### config.mk
export PLATFORM = sky130hd
export DESIGN_NAME = estendedor_pulso
export DESIGN_NICKNAME = d
export VERILOG_FILES = /design/src/rtl/cronometro_pkg.sv /design/src/rtl/contador_descendente.sv /design/src/rtl/estendedor_pulso.sv
export SDC_FILE = /design/constraint.sdc
export NUM_CORES = 1
export LEC_CHECK = 0
export ABC_CLOCK_PERIOD_IN_PS = 2700
export CAP_MARGIN = 15
export CELL_PAD_IN_SITES_DETAIL_PLACEMENT = 0
export CELL_PAD_IN_SITES_GLOBAL_PLACEMENT = 2
export CORE_AREA = 2 2 50 63
export CTS_CLUSTER_DIAMETER = 120
export CTS_CLUSTER_SIZE = 16
export DETAILED_ROUTE_END_ITERATION = 16
export DIE_AREA = 0 0 52 65
export GPL_TIMING_DRIVEN = 0
export HOLD_SLACK_MARGIN = 0.08
export PLACE_DENSITY_LB_ADDON = 0.08
export RECOVER_POWER = 25
export SYNTH_ARGS = -nofsm -noshare
export SYNTH_HDL_FRONTEND = slang
export SYNTH_HIERARCHICAL = 1
export SYNTH_SLANG_ARGS = --single-unit
### constraint.sdc
create_clock -name clock -period 2.7 [get_ports clock]
set_clock_uncertainty 0.05 [all_clocks]
set_input_delay 0.54 -clock clock [delete_from_list [all_inputs] [get_ports clock]]
set_output_delay 0.54 -clock clock [all_outputs]
set_load 0.005 [all_outputs]
### src/rtl/cronometro_pkg.sv
// Shared definitions for the stopwatch pulse helpers: FSM state encoding and counter sizing.
package cronometro_pkg;

    typedef enum logic [1:0] {
        ST_IDLE    = 2'b00,
        ST_ACTIVE  = 2'b01,
        ST_HOLDOFF = 2'b10
    } state_t;

    localparam int TICK_CNT_W = 8;

    // True when a cnt_w-bit counter can hold the larger of the two loaded lengths.
    function automatic bit cnt_fits(input int cnt_w, input int pulse_len, input int gap_len);
        longint biggest;
        longint cap;
        biggest = (pulse_len > gap_len) ? longint'(pulse_len) : longint'(gap_len);
        if (cnt_w >= 62) begin
            return 1'b1;
        end
        cap = longint'(1) << cnt_w;
        return cap > biggest;
    endfunction

endpackage

### src/rtl/contador_descendente.sv
// Loadable down-counter; load has priority over decrement, is_one flags the final count.
module contador_descendente #(
    parameter int CNT_W = 8
) (
    input  logic             clock,
    input  logic             clear,
    input  logic             load,
    input  logic [CNT_W-1:0] load_val,
    input  logic             dec_en,
    output logic [CNT_W-1:0] count,
    output logic             is_one
);

    always_ff @(posedge clock or posedge clear) begin
        if (clear) begin
            count <= '0;
        end else if (load) begin
            count <= load_val;
        end else if (dec_en) begin
            count <= count - CNT_W'(1);
        end
    end

    assign is_one = (count == CNT_W'(1));

endmodule

### src/rtl/estendedor_pulso.sv
// Stretches a one-cycle request into a level lasting PULSE_LEN ticks, then a GAP_LEN-tick hold-off.
// Define ESTENDEDOR_RETRIGGER_EN to let requests during the pulse restart it instead of flagging overrun.
module estendedor_pulso
    import cronometro_pkg::*;
#(
    parameter int PULSE_LEN = 4,
    parameter int GAP_LEN   = 2,
    parameter int CNT_W     = TICK_CNT_W
) (
    input  logic clock,
    input  logic clear,
    input  logic pulse_in,
    input  logic tick_en,
    output logic level_out,
    output logic busy,
    output logic done,
    output logic overrun
);

    if (!cnt_fits(CNT_W, PULSE_LEN, GAP_LEN)) begin : g_bad_cnt_w
        $error("estendedor_pulso: CNT_W too narrow for PULSE_LEN/GAP_LEN");
    end
    if (PULSE_LEN < 1 || GAP_LEN < 0) begin : g_bad_len
        $error("estendedor_pulso: PULSE_LEN must be >= 1 and GAP_LEN >= 0");
    end

    localparam logic [CNT_W-1:0] PULSE_V = CNT_W'(PULSE_LEN);
    localparam logic [CNT_W-1:0] GAP_V   = CNT_W'(GAP_LEN);
    localparam bit               HAS_GAP = (GAP_LEN > 0);

    state_t           state;
    logic             load;
    logic [CNT_W-1:0] load_val;
    logic             dec_en;
    logic [CNT_W-1:0] count;
    logic             is_one;
    logic             last_tick;

    contador_descendente #(
        .CNT_W (CNT_W)
    ) u_contador (
        .clock    (clock),
        .clear    (clear),
        .load     (load),
        .load_val (load_val),
        .dec_en   (dec_en),
        .count    (count),
        .is_one   (is_one)
    );

    // A zero count while counting can only come from corruption; ending the phase keeps the FSM from wrapping.
    assign last_tick = tick_en && (is_one || (count == '0));

    // Counter control: loading GAP_V at pulse end leaves the counter at 0 when there is no hold-off.
    always_comb begin
        load     = 1'b0;
        load_val = '0;
        dec_en   = 1'b0;
        case (state)
            ST_IDLE: begin
                if (pulse_in) begin
                    load     = 1'b1;
                    load_val = PULSE_V;
                end
            end
            ST_ACTIVE: begin
`ifdef ESTENDEDOR_RETRIGGER_EN
                if (pulse_in) begin
                    load     = 1'b1;
                    load_val = PULSE_V;
                end else if (last_tick) begin
                    load     = 1'b1;
                    load_val = GAP_V;
                end else begin
                    dec_en = tick_en;
                end
`else
                if (last_tick) begin
                    load     = 1'b1;
                    load_val = GAP_V;
                end else begin
                    dec_en = tick_en;
                end
`endif
            end
            ST_HOLDOFF: begin
                if (last_tick) begin
                    load     = 1'b1;
                    load_val = '0;
                end else begin
                    dec_en = tick_en;
                end
            end
            default: begin
                load     = 1'b1;
                load_val = '0;
            end
        endcase
    end

    always_ff @(posedge clock or posedge clear) begin
        if (clear) begin
            state     <= ST_IDLE;
            level_out <= 1'b0;
            busy      <= 1'b0;
            done      <= 1'b0;
            overrun   <= 1'b0;
        end else begin
            done <= 1'b0;
            case (state)
                ST_IDLE: begin
                    if (pulse_in) begin
                        state     <= ST_ACTIVE;
                        level_out <= 1'b1;
                        busy      <= 1'b1;
                    end
                end
                ST_ACTIVE: begin
`ifdef ESTENDEDOR_RETRIGGER_EN
                    if (!pulse_in && last_tick) begin
`else
                    if (pulse_in) begin
                        overrun <= 1'b1;
                    end
                    if (last_tick) begin
`endif
                        level_out <= 1'b0;
                        done      <= 1'b1;
                        if (HAS_GAP) begin
                            state <= ST_HOLDOFF;
                        end else begin
                            state <= ST_IDLE;
                            busy  <= 1'b0;
                        end
                    end
                end
                ST_HOLDOFF: begin
                    if (pulse_in) begin
                        overrun <= 1'b1;
                    end
                    if (last_tick) begin
                        state <= ST_IDLE;
                        busy  <= 1'b0;
                    end
                end
                default: begin
                    state     <= ST_IDLE;
                    level_out <= 1'b0;
                    busy      <= 1'b0;
                end
            endcase
        end
    end

endmodule

==> key figures <==
Setup path
  • CP Launch Type: flop
  • CP required: 2.84 ns
  • Crit Path Category: reg2reg
  • Crit path DAT: 2.63 ns
  • Crit end category: flop
  • Worst Path Max Fanout: 6

Timing
  • Min Hold Slack: 0.431 ns
  • PnR worst setup slack: 0.213 ns
  • RSZ-0062 raised after global routing: no
  • Min Tclk post-route: 2.49 ns
  • Final setup viols: 0
  • Fmax: 402 MHz
  • Fin crit share: 92.1%
  • Final hold viol count: 0
  • Slew Limit Fails: 0

GRT
  • Antenna violations before repair: 0
  • Largest net degree at the start of global routing: 11
  • First-pass GRT wire length: 3.60 mm
  • GRT Total Usage: 14.6%
  • Gr ovfl total: 0
  • Vias in the first global route: 809

Placed design
  • Area after DPL: 0.00107 mm^2
  • IO buf count: 7
  • Pre-CTS WS: -0.0120 ns
  • Hpwl dp: 1.65 mm
  • GPL Wtd Cong: 0.735
  • DP Cell Count: 150

Floorplanning
  • Ports: 8
  • Rows: 22
  • Core area: 0.00284 mm^2
  • DIE WIDTH: 52 um
  • Die height: 65 um
  • Die footprint: 0.00338 mm^2
  • Starting Density: 33.0%

Layout
  • Fillers: 299
  • Final Cell Area: 0.00110 mm^2
  • Ant. Diodes: 0
  • Finished Layout Cells: 154
  • Synthesis-to-layout area growth: 17.7%
  • Fin nets: 132
  • Layout cell share with drive strength beyond 1: 8.47%

Synth
  • Synth Register Bits: 14
  • Top_reg_cell synth: dfrtp_1
  • Post-Synthesis Cells: 102
  • Register area share after synthesis: 37.5%
  • Synth unique cells: 33
  • Mapped cell area: 935 um^2
  • Synth warnings: 6
  • Asr flop ratio synth: 100%
  • EDFF count, synth: 0
  • Syn Area/Cell: 9.16 um^2

Clocking
  • Clk slew on worst S/H paths: 0.08 ns
  • # H-tree levels: 1
  • Number of CTS-inserted buffers: 3
  • Hold_buf cts: 0
  • Skew-Pair Late Insertion Delay: 0.27 ns
  • Largest buffer count on any clock path: 2
  • CTS tree: done
  • Clock tree root driver cell: clkbuf_4
  • Clock Sinks: 14

Power
  • Switching power: 0.000510 W
  • Cell-internal power: 0.000631 W
  • Power Density: 1040 mW/mm^2
  • Leak Pwr: 0.452 nW
  • Clock network fraction of total power: 10.0%
  • Sw frac: 44.7%
  • Reg power frac: 36.8%
  • Total power: 0.00114 W
  • Peak supply drop: 430 uV
  • Logic pwr share: 53.3%

Routing
  • DR vias/cell: 4.95
  • Via count: 763
  • Post-route DRC: 0
  • Final ANT Viol Nets: 0
  • Routed WL: 2.09 mm
  • First drt pass iteration count: 4
  • Routed WL per cell: 13.6 um
  • Initial drt markers: 17

Status
  • Status: finished clean

Min path
  • Worst min-delay path class: reg2reg

Run
  • MaxCap Viol Count: 0
-- cell type report --
type | count | area [um^2] | share of cell area [%]
Multi-Input combinational cell | 84 | 569 | 51.8
Tap cell | 36 | 45.0 | 4.10
Clock buffer | 3 | 22.5 | 2.05
Timing Repair Buffer | 8 | 77.6 | 7.05
Sequential cell | 14 | 350 | 31.9
Buffer | 1 | 5.00 | 0.455
Inverter | 8 | 30.0 | 2.73
-- logic make-up (layout without fill, tap and decap cells) --
logic type | Yosys count | count (layout) | synth area share, %
other cells | 1 | 6 | 0.401
flops | 14 | 14 | 37.5
xor+xnor | 3 | 3 | 2.81
fa+ha+maj | 8 | 8 | 10.7
simple gates | 45 | 45 | 28.9
buf+inv | 9 | 20 | 3.61
compound gates | 22 | 22 | 16.1
-- power by group through the flow --
stage	sequential [W]	combinational (W)	clock, W
5_1_grt	0.000433	0.000709	0.000133
3_5_place_dp	0.000424	0.000611	0
6_report	0.000420	0.000608	0.000114
3_3_place_gp	0.000421	0.000604	0
2_1_floorplan	0.000393	0.000460	0
4_1_cts	0.000420	0.000619	0.000121
-- per-stage QoR --
stage / util [%] / setup TNS [ns]
2_1_floorplan: - / 0
3_3_place_gp: 37.7 / 0
3_5_place_dp: 37.7 / -0.0120
4_1_cts: 38.7 / 0
5_1_grt: 38.8 / 0
6_report: 38.8 / 0
-- registers in the layout, indices dropped and copies added, names as in the netlist --
register,flops
level_out,1
state,2
overrun,1
done,1
u_contador/count,8
busy,1
-- cell usage in the layout, fill, tap and decap left out, drive strengths merged, types with 3 or more instances in the layout --
cell and n:
dfrtp 14, nand2 9, inv 8, nor2 8
o21ai 8, ha 8, clkdlybuf4s50 6, conb 6
nand3b 4, o211ai 4, or4 4, clkbuf 4
nand3 3, nor3 3
-- critical path, stage by stage (launching register included) --
cell and delay [ns]:
dfrtp_1 0.42, inv_1 0.08, ha_1 0.17, nor4b_1 0.14
a21oi_2 0.16, and3_2 0.27, or4b_4 0.52, or4_1 0.40
a31oi_1 0.18
-- routing by layer --
layer	track usage [%]	vias up	part of all wire, %
met3	2.07	2	1.8
met2	26.9	6	54
li1	-	397	-
met4	7.89	0	1.1
met1	15.3	358	43
met5	0	-	0
-- cells in the mapped netlist, types with 3 or more instances --
master    number  area (um^2)
nand3b_1       4         30.0
nand2_1        9         33.8
o21ai_0        8         40.0
nor3_1         3         15.0
nor2_1         8         30.0
nand3_1        3         15.0
or4_1          4         30.0
inv_1          8         30.0
o211ai_1       4         30.0
dfrtp_1       14          350
ha_1           8          100
-- repair_timing --
item / CTS / global route
endpoints found under the setup margin: 1 / 4
gates resized for setup: 0 / 2
buffers inserted: 1 / 0
-- final timing paths --
| path | from | end | slack [ns] | cells past startpoint |
|---|---|---|---|---|
| max reg2reg | u_contador/count[1] | u_contador/count[5] | 0.21 | 8 |
| min | overrun | overrun | 0.43 | 1 |
| min in group asynchronous | clear | state[1] | 0.60 | 2 |
| max | u_contador/count[1] | u_contador/count[5] | 0.21 | 8 |
| min reg2reg | overrun | overrun | 0.43 | 1 |
| max in group asynchronous | clear | u_contador/count[2] | 1.72 | 2 |
Note: power is estimated with default switching activity, not from simulation.
